<file path="src/rtl/rom_prefetch_queue.sv">
// Instruction prefetch queue: walks the combinational program ROM ahead of the CPU
// and buffers {pc, instruction} pairs in a small FIFO drained by a valid/ready handshake.
module rom_prefetch_queue #(
    parameter int                ADDR_W   = 8,
    parameter int                INSTR_W  = 24,
    parameter int                DEPTH    = 4,
    parameter logic [ADDR_W-1:0] RESET_PC = '0,
    parameter logic [3:0]        HALT_OP  = 4'hf
) (
    input  logic                     clk_i,
    input  logic                     rst_i,
    output logic [ADDR_W-1:0]        rom_addr_o,
    input  logic [INSTR_W-1:0]       rom_data_i,
    output logic                     ins_valid_o,
    input  logic                     ins_ready_i,
    output logic [INSTR_W-1:0]       ins_data_o,
    output logic [ADDR_W-1:0]        ins_pc_o,
    input  logic                     redirect_i,
    input  logic [ADDR_W-1:0]        redirect_addr_i,
    output logic                     fetch_halted_o,
    output logic [$clog2(DEPTH):0]   count_o
);

    localparam int PTR_W = $clog2(DEPTH);
    localparam int CNT_W = PTR_W + 1;

    logic [ADDR_W-1:0]  fetchPc_q, fetchPc_d;
    logic [PTR_W-1:0]   rdPtr_q, rdPtr_d;
    logic [PTR_W-1:0]   wrPtr_q, wrPtr_d;
    logic [CNT_W-1:0]   count_q, count_d;
    logic               halted_q, halted_d;
    logic [ADDR_W-1:0]  pcMem_q   [DEPTH];
    logic [INSTR_W-1:0] dataMem_q [DEPTH];
    logic               push, pop;

    // Redirect outranks everything: it flushes the queue and blocks both push and pop.
    always_comb begin
        pop       = ins_valid_o & ins_ready_i & ~redirect_i;
        push      = ~redirect_i & ~halted_q & ((count_q != CNT_W'(DEPTH)) | pop);
        fetchPc_d = fetchPc_q;
        rdPtr_d   = rdPtr_q;
        wrPtr_d   = wrPtr_q;
        count_d   = count_q;
        halted_d  = halted_q;
        if (redirect_i) begin
            fetchPc_d = redirect_addr_i;
            rdPtr_d   = '0;
            wrPtr_d   = '0;
            count_d   = '0;
            halted_d  = 1'b0;
        end else begin
            if (push) begin
                wrPtr_d   = wrPtr_q + PTR_W'(1);
                fetchPc_d = fetchPc_q + ADDR_W'(1);
                if (rom_data_i[INSTR_W-1 -: 4] == HALT_OP) begin
                    halted_d = 1'b1;
                end
            end
            if (pop) begin
                rdPtr_d = rdPtr_q + PTR_W'(1);
            end
            case ({push, pop})
                2'b10:   count_d = count_q + CNT_W'(1);
                2'b01:   count_d = count_q - CNT_W'(1);
                default: count_d = count_q;
            endcase
        end
    end

    always_ff @(posedge clk_i or posedge rst_i) begin
        if (rst_i) begin
            fetchPc_q <= RESET_PC;
            rdPtr_q   <= '0;
            wrPtr_q   <= '0;
            count_q   <= '0;
            halted_q  <= 1'b0;
        end else begin
            fetchPc_q <= fetchPc_d;
            rdPtr_q   <= rdPtr_d;
            wrPtr_q   <= wrPtr_d;
            count_q   <= count_d;
            halted_q  <= halted_d;
        end
    end

    // Storage is cleared on reset so the head reads as zero until the first push.
    always_ff @(posedge clk_i or posedge rst_i) begin
        if (rst_i) begin
            for (int i = 0; i < DEPTH; i++) begin
                pcMem_q[i]   <= '0;
                dataMem_q[i] <= '0;
            end
        end else if (push) begin
            pcMem_q[wrPtr_q]   <= fetchPc_q;
            dataMem_q[wrPtr_q] <= rom_data_i;
        end
    end

    assign rom_addr_o     = fetchPc_q;
    assign ins_valid_o    = (count_q != '0);
    assign ins_data_o     = dataMem_q[rdPtr_q];
    assign ins_pc_o       = pcMem_q[rdPtr_q];
    assign fetch_halted_o = halted_q;
    assign count_o        = count_q;

endmodule

</file>
<file path="config.mk">
export PLATFORM = sky130hd
export DESIGN_NAME = rom_prefetch_queue
export DESIGN_NICKNAME = d
export VERILOG_FILES = /design/src/rtl/rom_prefetch_queue.sv
export SDC_FILE = /design/constraint.sdc
export NUM_CORES = 1
export LEC_CHECK = 0
export BUFFER_PORTS_ARGS = -buffer_cell sky130_fd_sc_hd__buf_2
export CAP_MARGIN = 10
export CORE_ASPECT_RATIO = 1.5
export CORE_UTILIZATION = 60
export CTS_BUF_LIST = sky130_fd_sc_hd__clkbuf_2 sky130_fd_sc_hd__clkbuf_4 sky130_fd_sc_hd__clkbuf_8
export DETAILED_ROUTE_END_ITERATION = 6
export PLACE_DENSITY = 0.83
export SYNTH_ARGS = -nofsm -noshare
export SYNTH_HDL_FRONTEND = slang
export SYNTH_SLANG_ARGS = --single-unit
</file>
<file path="constraint.sdc">
create_clock -name clk_i -period 5.12 [get_ports clk_i]
set_clock_uncertainty 0.1 [all_clocks]
set_input_delay 0.768 -clock clk_i [delete_from_list [all_inputs] [get_ports clk_i]]
set_output_delay 0.768 -clock clk_i [all_outputs]
set_load 0.01 [all_outputs]
</file>
# --- After elaboration in Yosys (flattened, before gate mapping) ---
# Cells that the tools add are included.
totals:
  out_inout_bits: 45
  word_cells: 64
  inputBits: 36
  register_bits: 144
classes:
  reduce_logical: 7
  bitwise_logic: 9
  n_lt_le_gt_ge: 3
  add_sub_neg: 5
  muxes: 23
  eq_ne: 4
ops:
  columns: ["operator", "n"]
  rows:
  - ["$bwmux W96", 1]
  - ["$mux W24", 3]
  - ["$bmux W24 S2", 1]
  - ["$demux W24 S2", 1]
  - ["$mux W8", 5]
  - ["$bwmux W32", 1]
  - ["$bmux W8 S2", 1]
  - ["$demux W8 S2", 1]
  - ["$add A8 B1 Y8 const B", 1]
  - ["$mux W2", 4]
  - ["$ge A3 B3 Y1 const B", 2]
  - ["$not A2 Y3", 2]
  - ["$pmux W3 S2", 1]
  - ["$reduce_bool A2 Y1", 3]
  - ["$reduce_bool A3 Y1", 2]
  - ["$add A2 B1 Y2 const B", 2]
  - ["$and A1 B1 Y1", 4]
  - ["$eq A4 B4 Y1 const B", 1]
  - ["$add A3 B1 Y3 const B", 1]
  - ["$lt A3 B1 Y1 const B", 1]
  - ["$mux W1", 3]
  - ["$mux W3", 1]
  - ["$ne A3 B3 Y1 const B", 1]
  - ["$sub A3 B1 Y3 const B", 1]
  - ["other kinds (6)", 7]

# --- Logic depth before layout (Yosys ltp) ---
logic_depth:
  depth_word: 8
  depth_mapped: 9
  depth_no_buf: 8

# --- Worst setup path after synthesis ---
# OpenSTA, ideal clock, no wires.
synth_timing:
  path_type: "in2reg"
  start: "input redirect_i"
  end: "register count_q[1], in the netlist count_o[1]"
  stages: 7
  setup_time_ns: 0.077
  arrival_ns: 2.363
  path_buffers: 2
  t_required_ns: 4.943
  path_slack_ns: 2.580
  path_cell_list: "buf_1 -> clkbuf_1 -> nor3_1 -> fa_1 -> o21ai_0 -> a221o_1 -> a21oi_1"
synth_via:
  elab_chain_len: 7
  elab_cells_between_ends: 10
  classes_between: "eq/ne (2); mux (2); bitwise (5); reduce/logical (1)"
synth_lines:
  columns: ["element", "line", "text"]
  rows:
  - ["start, declared", "18", "input logic redirect_i,"]
  - ["$not A1 Y1", "38, 39", null]
  - ["$and A1 B1 Y1", "38", "pop = ins_valid_o & ins_ready_i & ~redirect_i;"]
  - ["$or A1 B1 Y1", "39", "push = ~redirect_i & ~halted_q & ((count_q != CNT_W'(DEPTH)) | pop);"]
  - ["$and A1 B1 Y1", "39", null]
  - ["$eq A2 B1 Y1 / $eq A2 B2 Y1 (equally long branches)", "62", "case ({push, pop})"]
  - ["$pmux W3 S2", "62", null]
  - ["$mux W3", "45", "if (redirect_i) begin"]
  - ["end signal, assigned", "81", "count_q <= count_d;"]
  - ["end, declared", "30", "logic [CNT_W-1:0] count_q, count_d;"]
# Parallel ways exist; a longest one is shown, timed or not.
# A chain may end at the register's enable or synchronous reset.

# --- Final worst setup path ---
layout_timing:
  start: "register rdPtr_q[0]"
  end: "output ins_data_o[22]"
layout_via:
  elab_chain_len: 4
layout_lines:
  columns: ["element", "line", "text"]
  rows:
  - ["start, declared", "28", "logic [PTR_W-1:0] rdPtr_q, rdPtr_d;"]
  - ["start signal, assigned", "79", "rdPtr_q <= rdPtr_d;"]
  - ["$not A2 Y3 (implied by the code)", "101", "assign ins_data_o = dataMem_q[rdPtr_q];"]
  - ["$bmux W24 S2", "101", null]
  - ["$mux W24 (implied by the code) (2 in series)", "101", null]
  - ["end, declared", "16", "output logic [INSTR_W-1:0] ins_data_o,"]
# No other way between the ends. The select of a mux whose other input is x is not followed.

==> out/results.txt <==
status = complete, no violations
commonest cells after routing, fill and taps aside = dfrtp_1, mux2_2, buf_2
worst reg2reg startpoint = count_o[1]
Max Cap Violations = 0
Initial Utilization = 0.6193
Die Width = 87.60 um
Tcrit/Tclk final = 0.6443
synthesized area = 6594 um^2
hold crit path type = in2async
area grow syn2layout = 12.43%
largest net degree at the start of global routing = 91
post_cts resized = 0
Critical Path Start Type = flop
Distinct cells, synth = 38
Fin. Hold Viols = 0
row count = 46
full die area = 11420 um^2
fin crit period = 3299 ps
share of layout cells above drive strength 1 = 0.5380
number of setup buffers added after CTS = 0
first-pass GRT wire length = 20090 um
WP depth = 3
Top delay family on crit path = flip-flops
worst setup path endpoint = ins_data_o[22]
CTS tree = yes
total gr overflow = 0
cts hold-fix bufs = 0
IO buf count = 80
maximum root-to-sink buffer count = 2
Seq/Total Area, Yosys = 0.5465
RR Endpoint = dataMem_q[35]
endpoints failing setup = 0
die height = 130.4 um
vias in the first global route = 4069
CP startpoint = rdPtr_q[0]
LEAKAGE = 3.261 nW
Synth Net Count = 470
Slew @ Worst Pin = 973.3 ps
critical path endpoint category = output pin
Synth Register Bits = 144
clk slew on worst S/H paths = 80 ps
Slew headroom = 0.3489
slowest cell on the critical path = dfrtp_2
Buf+Inv Stages, Crit Path = 2
Crit path arrival time = 2430 ps
Layout Nets = 542
unrepaired setup endpoints after global routing = no
All-Layer GR Usage = 0.2374
DRT Pass-1 Iters = 4
maximum vdd drop = 209.0 uV
Final Max Tran Viols = 0
critical path required time = 4250 ps
CTS Buf Count = 17
Mean Syn Cell Area = 15.41 um^2
dpl hpwl = 7794 um
via count = 3854
TNS Setup = 0 ps
latest clock arrival within the worst-skew pair = 440 ps
Tot Pwr = 3.940 mW
most common cell after layout, fill and taps aside = dfrtp_1
r2r worst-path depth = 4
Crit Path Max Fanout = 21
DRC = 0
Synthesis Warnings = 0
total routed wirelength = 12370 um
dpl ws = 2176 ps
Fillers = 746
Pwr Density = 531.5 nW/um^2
R2R setup slack = 2490 ps
Sink Count = 144
Routed wire per std cell = 18.82 um
worst hold slack = 384.6 ps
Iter 0 DRT Violations = 205
final instance area = 7413 um^2
Setup CP Type = reg2out
Core ar. = 10650 um^2
Ant. Diodes = 0
Crit path largest cell delay = 830 ps
root buffer cell = clkbuf_8
maximum clock frequency = 303.1 MHz
remaining antenna violation count = 0
Synth Instances = 428
worst-path cell chain = buf_4 -> mux4_2 -> buf_2
dpl cell area = 6985 um^2
GPL Wtd Cong = 0.7485
initial antenna violation count = 0
DR vias/cell = 5.866
IO Pins = 81
H-tree Lvls = 4
setup ws final = 1821 ps
[synth_stat cells, drive strengths merged]
library cell,instances,area [um^2]
and2,1,6.260
inv,6,22.52
o22ai,1,6.260
dfrtp,144,3603
xnor2,8,70.07
nor3,6,41.29
and4,1,8.760
a221o,1,10.01
nor2b,2,12.51
or3,2,12.51
xor2,2,17.52
ha,5,62.56
a21oi,7,35.03
fa,1,20.02
nor3b,1,7.510
o21ai,14,70.07
a21o,1,7.510
nor2,8,30.03
a32oi,1,8.760
mux4,32,720.7
nand4,1,6.260
a22oi,1,7.510
nand3,4,20.02
buf,18,170.2
clkbuf,11,41.29
nor4,1,6.260
or2,1,6.260
mux2,128,1441
nand3b,1,7.510
nor4b,3,41.29
mux2i,1,10.01
nand2,14,62.56
[flip-flops by register name (all words and copies together) (netlist names)]
signal and cells:
count_o 3, rdPtr_q 2, dataMem_q 96, rom_addr_o 8, wrPtr_q 2, pcMem_q 32, fetch_halted_o 1
[stage by stage]
| step | cells | util |
|---|---|---|
| 2_1_floorplan | 428 | - |
| 3_3_place_gp | 625 | 0.6561 |
| 3_5_place_dp | 625 | 0.6561 |
| 4_1_cts | 657 | 0.6962 |
| 5_1_grt | 657 | 0.6962 |
| 6_report | 657 | 0.6962 |
[power breakdown]
part / switching, mW / internal, mW
Sequential: 0.285 / 1.60
Clock: 0.422 / 0.528
Combinational: 0.420 / 0.687
Total: 1.13 / 2.81
[cell families after synthesis]
logic type      count (synthesis)  share of synthesized area
xor+xnor                       10                    0.01328
compound gates                 26                    0.02201
buf+inv                        35                    0.03548
flops                         144                     0.5465
simple gates                   46                    0.04080
fa+ha+maj                       6                    0.01252
mux                           161                     0.3294
[cell type report]
| type | count | area (um^2) | share of cell area |
|---|---|---|---|
| Clock buffer | 17 | 234.0 | 0.03156 |
| Clock inverter | 15 | 193.9 | 0.02616 |
| Inverter | 6 | 27.53 | 0.003713 |
| Multi-Input combinational cell | 249 | 2756 | 0.3718 |
| Sequential cell | 144 | 3606 | 0.4864 |
| Tap cell | 144 | 180.2 | 0.02430 |
| Timing Repair Buffer | 82 | 415.4 | 0.05603 |
[worst min-delay path by stage]
stage | startpoint | endpoint | slack [ps] | cells past startpoint
final | rst_i | dataMem_q[16] | 380 | 2
after global routing | pcMem_q[8] | pcMem_q[8] | 410 | 1
after CTS | rst_i | dataMem_q[64] | 400 | 2
after detailed placement | pcMem_q[10] | pcMem_q[10] | 380 | 1
after global placement | pcMem_q[8] | pcMem_q[8] | 370 | 1
after floorplan | pcMem_q[10] | pcMem_q[10] | 360 | 1
[per-layer routing]
layer  global-route usage  wire length [um]  up-vias  part of all wire
met3              0.05214               530       15             0.043
met1               0.2979              5010     2006              0.41
met2               0.4040              6640      108              0.54
met5                    0                 0        -                 0
met4              0.09065               184        0             0.015
li1                     -                 -     1725                 -
Power figures use the tool's default switching activity.
